`config.mk`:
```
export PLATFORM = sky130hd
export DESIGN_NAME = seg7_reader
export DESIGN_NICKNAME = d
export VERILOG_FILES = /design/src/rtl/seg7_reader.sv
export SDC_FILE = /design/constraint.sdc
export NUM_CORES = 1
export LEC_CHECK = 0
export BUFFER_PORTS_ARGS = -buffer_cell sky130_fd_sc_hd__buf_2
export CAP_MARGIN = 40
export CORE_MARGIN = 1
export CORE_UTILIZATION = 55
export CTS_BUF_LIST = sky130_fd_sc_hd__clkbuf_4 sky130_fd_sc_hd__clkbuf_8 sky130_fd_sc_hd__clkbuf_16
export DETAILED_ROUTE_END_ITERATION = 12
export GPL_TIMING_DRIVEN = 0
export PLACE_DENSITY = 0.78
export REMOVE_ABC_BUFFERS = 1
export SYNTH_ARGS = -nofsm -noshare
export SYNTH_HDL_FRONTEND = slang
export SYNTH_SLANG_ARGS = --single-unit
```
`constraint.sdc`:
```
create_clock -name clock -period 3.9 [get_ports clock]
set_input_delay 0.39 -clock clock [delete_from_list [all_inputs] [get_ports clock]]
set_output_delay 0.39 -clock clock [all_outputs]
set_load 0.01 [all_outputs]
```
`src/rtl/seg7_reader.sv`:
```
// Seven-segment scan-bus reader: decodes a multiplexed active-low segment bus
// back into hex nibbles and publishes one packed frame per complete digit set.
module seg7_reader #(
   parameter int unsigned NUM_DIGITS     = 6,
   parameter int unsigned TIMEOUT_CYCLES = 1000
) (
   input  logic                    clock,
   input  logic                    resetn,
   input  logic                    scan_valid,
   input  logic [2:0]              scan_digit,
   input  logic [6:0]              scan_seg,
   output logic [4*NUM_DIGITS-1:0] value,
   output logic [NUM_DIGITS-1:0]   blank_mask,
   output logic                    frame_valid,
   output logic                    frame_error,
   output logic                    timeout
);

   localparam int unsigned ND = NUM_DIGITS;
   localparam int unsigned VW = 4 * NUM_DIGITS;
   localparam int unsigned TW = $clog2(TIMEOUT_CYCLES + 1);

   typedef enum logic [0:0] {
      S_IDLE,
      S_COLLECT
   } state_t;

   state_t        state;
   logic [ND-1:0] seen;
   logic [ND-1:0] cap_blank;
   logic [ND-1:0] cap_err;
   logic [VW-1:0] cap_val;
   logic [TW-1:0] timer;
   logic          publish;

   logic [3:0]    dec_nib_c;
   logic          dec_blank_c;
   logic          dec_err_c;
   logic          accept_c;
   logic [ND-1:0] digit_hot_c;
   logic [ND-1:0] seen_next_c;
   logic          frame_done_c;

   // Segment pattern to nibble; blank and unknown patterns both decode to 0
   always_comb begin
      dec_nib_c   = 4'h0;
      dec_blank_c = 1'b0;
      dec_err_c   = 1'b0;
      case (scan_seg)
         7'h40:   dec_nib_c = 4'h0;
         7'h79:   dec_nib_c = 4'h1;
         7'h24:   dec_nib_c = 4'h2;
         7'h30:   dec_nib_c = 4'h3;
         7'h19:   dec_nib_c = 4'h4;
         7'h12:   dec_nib_c = 4'h5;
         7'h02:   dec_nib_c = 4'h6;
         7'h78:   dec_nib_c = 4'h7;
         7'h00:   dec_nib_c = 4'h8;
         7'h18:   dec_nib_c = 4'h9;
         7'h08:   dec_nib_c = 4'hA;
         7'h03:   dec_nib_c = 4'hB;
         7'h46:   dec_nib_c = 4'hC;
         7'h21:   dec_nib_c = 4'hD;
         7'h06:   dec_nib_c = 4'hE;
         7'h0E:   dec_nib_c = 4'hF;
         7'h7F:   dec_blank_c = 1'b1;
         default: dec_err_c = 1'b1;
      endcase
   end

   // Out-of-range digit indices are invisible to the rest of the logic
   always_comb begin
      accept_c     = scan_valid && (4'(scan_digit) < 4'(NUM_DIGITS));
      digit_hot_c  = accept_c ? (ND'(1) << scan_digit) : '0;
      seen_next_c  = seen | digit_hot_c;
      frame_done_c = accept_c && (&seen_next_c);
   end

   always_ff @(posedge clock or negedge resetn) begin
      if (!resetn) begin
         state       <= S_IDLE;
         seen        <= '0;
         cap_val     <= '0;
         cap_blank   <= '0;
         cap_err     <= '0;
         timer       <= '0;
         publish     <= 1'b0;
         value       <= '0;
         blank_mask  <= '0;
         frame_valid <= 1'b0;
         frame_error <= 1'b0;
         timeout     <= 1'b0;
      end else begin
         frame_valid <= publish;
         timeout     <= 1'b0;
         publish     <= 1'b0;

         // Publish reads the capture regs before any same-edge overwrite
         if (publish) begin
            value       <= cap_val;
            blank_mask  <= cap_blank;
            frame_error <= |cap_err;
         end

         for (int i = 0; i < int'(ND); i++) begin
            if (digit_hot_c[i]) begin
               cap_val[4*i +: 4] <= dec_nib_c;
               cap_blank[i]      <= dec_blank_c;
               cap_err[i]        <= dec_err_c;
            end
         end

         case (state)
            S_IDLE: begin
               timer <= '0;
               if (accept_c) begin
                  if (frame_done_c) begin
                     seen    <= '0;
                     publish <= 1'b1;
                  end else begin
                     seen  <= seen_next_c;
                     state <= S_COLLECT;
                  end
               end
            end
            S_COLLECT: begin
               if (accept_c) begin
                  timer <= '0;
                  if (frame_done_c) begin
                     seen    <= '0;
                     publish <= 1'b1;
                     state   <= S_IDLE;
                  end else begin
                     seen <= seen_next_c;
                  end
               end else if (timer == TW'(TIMEOUT_CYCLES - 1)) begin
                  timeout <= 1'b1;
                  seen    <= '0;
                  timer   <= '0;
                  state   <= S_IDLE;
               end else begin
                  timer <= timer + TW'(1);
               end
            end
         endcase
      end
   end

endmodule
```
Word level (Yosys, flattened, before mapping)
Cells that the tools add are included.
{"block": "op_classes", "addsub": 1, "magnitude_cmp": 1, "eq_ne": 19, "n_shift": 1, "mux": 22, "bitwise": 2, "reduce_logical": 7}
{"operator": "one-hot mux 4 bit (15 select lines)", "count": 1}
{"operator": "== test 7 bit, second input constant", "count": 5}
{"operator": "two-way mux 6 bit", "count": 5}
{"operator": "== test 7 x 5 -> 1 bit, second input constant", "count": 3}
{"operator": "== test 7 x 6 -> 1 bit, second input constant", "count": 3}
{"operator": "two-way mux 10 bit", "count": 2}
{"operator": "one-hot mux 10 bit (2 select lines)", "count": 1}
{"operator": "OR reduction 17 bit", "count": 1}
{"operator": "== test 7 x 2 -> 1 bit, second input constant", "count": 2}
{"operator": "== test 7 x 4 -> 1 bit, second input constant", "count": 2}
{"operator": "one-hot mux 6 bit (2 select lines)", "count": 1}
{"operator": "two-way mux 1 bit", "count": 11}
{"operator": "adder 10 x 1 -> 10 bit, second input constant", "count": 1}
{"operator": "== test 10 bit, second input constant", "count": 1}
{"operator": "== test 7 x 3 -> 1 bit, second input constant", "count": 1}
{"operator": "logical NOT 7 bit", "count": 1}
{"operator": "bitwise OR 6 bit", "count": 1}
{"operator": "AND reduction 6 bit", "count": 1}
{"operator": "OR reduction 6 bit", "count": 1}
{"operator": "left shift 1 x 3 -> 6 bit, first input constant", "count": 1}
{"operator": "< comparator 3 bit, second input constant", "count": 1}
{"operator": "!= test 3 x 1 -> 1 bit, second input constant", "count": 1}
{"operator": "logical AND 1 bit", "count": 2}
{"operator": "!= test 2 bit, second input constant", "count": 1}
{"operator": "3 further kinds", "count": 3}
{"block": "word_totals", "regBits": 87}

Logic depth before layout (Yosys ltp)
{"block": "depth", "depth_word": 9, "mapped_depth": 7, "ltp_nobuf": 6}

Least setup slack after synthesis
No wires, ideal clock.
{"block": "synth_timing", "kind": "input to register", "startpoint": "input port scan_digit[2]", "endpoint": "register seen[0]", "setup_ns": 0.122, "arrival_ns": 1.513, "setup_slack_ns": 2.265, "path_stages": 5, "path_buffers": 1, "path_cell_list": "buf_2 -> a21oi_1 -> or3b_2 -> a21o_1 -> a32o_1"}
{"block": "synth_between", "elab_chain_cells": 9, "elab_cells_between_ends": 14}
{"item": "start, declared", "line_no": "10", "source": "input logic [2:0] scan_digit,"}
{"item": "< comparator 3 bit", "line_no": "73", "source": "accept_c = scan_valid && (4'(scan_digit) < 4'(NUM_DIGITS));"}
{"item": "logical AND 1 bit", "line_no": "73"}
{"item": "two-way mux 6 bit", "line_no": "74", "source": "digit_hot_c = accept_c ? (ND'(1) << scan_digit) : '0;"}
{"item": "bitwise OR 6 bit", "line_no": "75", "source": "seen_next_c = seen | digit_hot_c;"}
{"item": "AND reduction 6 bit", "line_no": "76", "source": "frame_done_c = accept_c && (&seen_next_c);"}
{"item": "logical AND 1 bit", "line_no": "76"}
{"item": "two-way mux 6 bit", "line_no": "117, 129"}
{"item": "two-way mux 6 bit, on equally long branches", "line_no": "127, 116"}
{"item": "one-hot mux 6 bit (2 select lines)", "line_no": "113", "source": "case (state)"}
{"item": "end signal, assigned", "line_no": "121", "source": "seen <= seen_next_c;"}
{"item": "end signal, assigned", "line_no": "134", "source": "seen <= seen_next_c;"}
{"item": "end, declared", "line_no": "29", "source": "logic [ND-1:0] seen;"}
Parallel ways exist; a longest one is shown, timed or not. The select of a mux whose other input is x is not followed.
A chain may end at the register's enable or synchronous reset.

Final worst setup path
{"block": "layout_timing", "startpoint": "register timer[0]", "endpoint": "register seen[2]"}
{"block": "layout_between", "elab_chain_cells": 3}
{"item": "start, declared", "line_no": "33", "source": "logic [TW-1:0] timer;"}
{"item": "start signal, assigned", "line_no": "142", "source": "timer <= timer + TW'(1);"}
{"item": "== test 10 bit", "line_no": "136", "source": "end else if (timer == TW'(TIMEOUT_CYCLES - 1)) begin"}
{"item": "!= test 3 x 1 -> 1 bit (no line)"}
{"item": "AND reduction 2 bit (no line)"}
No other way between the ends.

==> metrics.cfg <==
[synthesis]
yosysWarnings=0
synth_edf_count=0
synthFlopType=dfrtp_1
yosys.area.top_type_share_pct=57.4
ys_types=48
yosysTopAreaCell=dfrtp_1
netlist_instances=339
synth.ff_latch_count=87
synth_area_mm2=0.00379
synthArstFlopShare_pct=100
synth.top_cells.by_area=dfrtp_1 (57%), mux2_2 (9.2%), nand2_1 (4.8%), o21ai_0 (4.2%), nor2_1 (1.9%)
synth_seq_area_share_pct=57.4
syn_avg_cell_area_um2=11.2

[setup_path]
r2r_cells=6
r2r_end=seen[2]$_DFFE_PN0P_
arrival_ns=1.99
crit_path_start_kind=register
crit_start=timer[0]$_DFF_PN0_
crit_end=seen[2]$_DFFE_PN0P_
end_kind=register
slowest_delay_ns=0.38
r2r_start=timer[0]$_DFF_PN0_
cp_slowest_cell=dfrtp_1
worst-path-max-fanout=7
worst_ep_required_time_ns=4.13
rrSetupSlack_ns=2.14
path_class=reg2reg
crit_chain=ha_1, and2_1, nand3b_1, nor3_1, nand3_1, a32o_1

[cells_and_area]
antenna_cells=0
syn2layout_area_growth_pct=12.6
fin_cells=459
final_cell_mix=dfrtp_1 (87), nand2_1 (49), buf_2 (44)
nets=392
postLayoutCellArea_mm2=0.00427
mostFrequentLayoutCell=dfrtp_1
drive_gt1_share_pct=28.5
nFillCells=493

[placement]
dpl_cell_area_mm2=0.00408
dp_hpwl_mm=4.68
gp_congestion=0.952
place_inst=444
io_buffers=45

[drt]
drcViolationCount=0
post_drt_wl_per_cell_um=14.8
wl_mm=6.81
first_pass_iters=4
viasPerCell=5.66
drtIter0Drc=143
final_antenna_net_count=0
vias=2596

[timing]
final_max_slew_viol_count=0
fin_crit_sh_pct=45.2
rsz0062_at_grt=no
skew_ns=0.00819
holdWs_ns=0.0383
relSlewSlack_pct=62.3
min_period_ns=1.76
finalHoldViolCount=0
worst_pin_slew_ns=0.566
tns_ns=0
setup_violations=0
fmax_mhz=568

[cts]
clock_sinks=87
postCtsHoldBufs=0
cts_root_buf=clkbuf_8
post_cts_buffers=0
cts_resized=0
h-tree-depth=3
tritoncts=built
path_clk_slew_ns=0.08
cts_buffer_depth=2
cts_buffers=9
clock_latency_ns=0.34

[global_route]
antenna_found_initial=0
grt_pass1_vias=2495
grt_max_degree=46
grt-ovfl-total=0
grt_pass1_wl_mm=11.8
grt_usage_pct=21.1

[power_and_ir_drop]
peakVddDrop_uv=277
power_density_mw_per_mm2=509
p_total_w=0.00218
power_leakage_nw=2.09

[floorplanning]
die-area_mm2=0.00724
die_w_um=85.1
initial_core_util_pct=58.4
io_pins=46
coreArea_mm2=0.00649
rows=29
fp.dieH_um=85.1

[hold_path]
min_path_type=in2async

[outcome]
status=complete, no violations

[job]
drv_cap=0

==> Yosys cell counts (2+ instances only) <==
cell      number
a21o_1         2
a21oi_1        6
a31oi_1        2
a32o_1         7
and3_1         5
buf_1          3
buf_2          4
buf_6          2
clkbuf_1       8
dfrtp_1       87
inv_1          9
mux2_2        31
nand2_1       49
nand2b_1       2
nand3_1       10
nand3b_1       2
nand4_1        6
nand4b_1       2
nor2_1        19
nor2b_1        4
nor3_1         6
o21ai_0       32
o21ai_2        6
or3b_2         2
xnor2_1        7
xor2_1         4
==> how the worst min path moves through the flow <==
stage	cells past startpoint	to	slack (ns)
after floorplan	0	blank_mask[0]$_DFFE_PN0P_	0.09
after global placement	1	timer[0]$_DFF_PN0_	0.45
after detailed placement	1	value[4]$_DFFE_PN0P_	0.42
after CTS	1	frame_valid$_DFF_PN0_	0.04
after global routing	1	frame_error$_DFFE_PN0P_	0.06
final	1	cap_err[1]$_DFFE_PN0P_	0.04
==> metrics by stage <==
step	utilization, %	worst slack [ns]
floorplan	-	2.36
CTS	65.8	2.13
detailed placement	62.8	2.01
finish	65.8	2.14
global placement	61.9	1.74
global route	65.8	1.98
==> metal layers <==
metal  track usage [%]  share of wire, %  wire length (µm)  vias to the layer above
li1                  -                 -                 -                     1260
met3              4.96               4.4               299                        9
met5                 0                 0                 0                        -
met2              33.4                49              3320                       54
met4              8.01               1.5               102                        0
met1              28.6                45              3090                     1273
==> critical path, delay by kind of cell (launching register included) <==
kind / cells / cell delay [ns]
compound gates: 1 / 0.33
fa+ha+maj: 1 / 0.18
flops: 1 / 0.38
simple gates: 4 / 0.75
==> state kept, by name (all words and copies together) (netlist names) <==
register / count
cap_blank: 6
state: 1
cap_err: 6
value: 24
timer: 10
blank_mask: 6
frame_valid: 1
timeout: 1
cap_val: 24
seen: 6
frame_error: 1
publish: 1
==> power breakdown <==
part	leakage (nW)	switching (W)	internal, W
Sequential	1.17	0.0000919	0.00104
Combinational	0.830	0.000214	0.000215
Clock	0.0944	0.000300	0.000310
==> cell families after synthesis <==
kind of cell,after synthesis,share of synthesized area (%)
AOI/OAI and AO/OA,62,11.1
adders and majority gates,1,0.330
and+or+nand+nor,118,15.7
xor gates and xnor gates,11,2.54
muxes,32,9.46
DFF,87,57.4
buffers and inverters,28,3.43
==> cell type report <==
type	instances	area, µm²	share of cell area, %
clock buffers	10	138	3.22
clock inverters	5	58.8	1.38
inverters	9	33.8	0.790
multi-input cells	224	1490	34.8
flip-flops and latches	87	2180	50.9
well taps	77	96.3	2.25
repair buffers	47	283	6.62
Note: power is estimated with default switching activity, not from simulation.
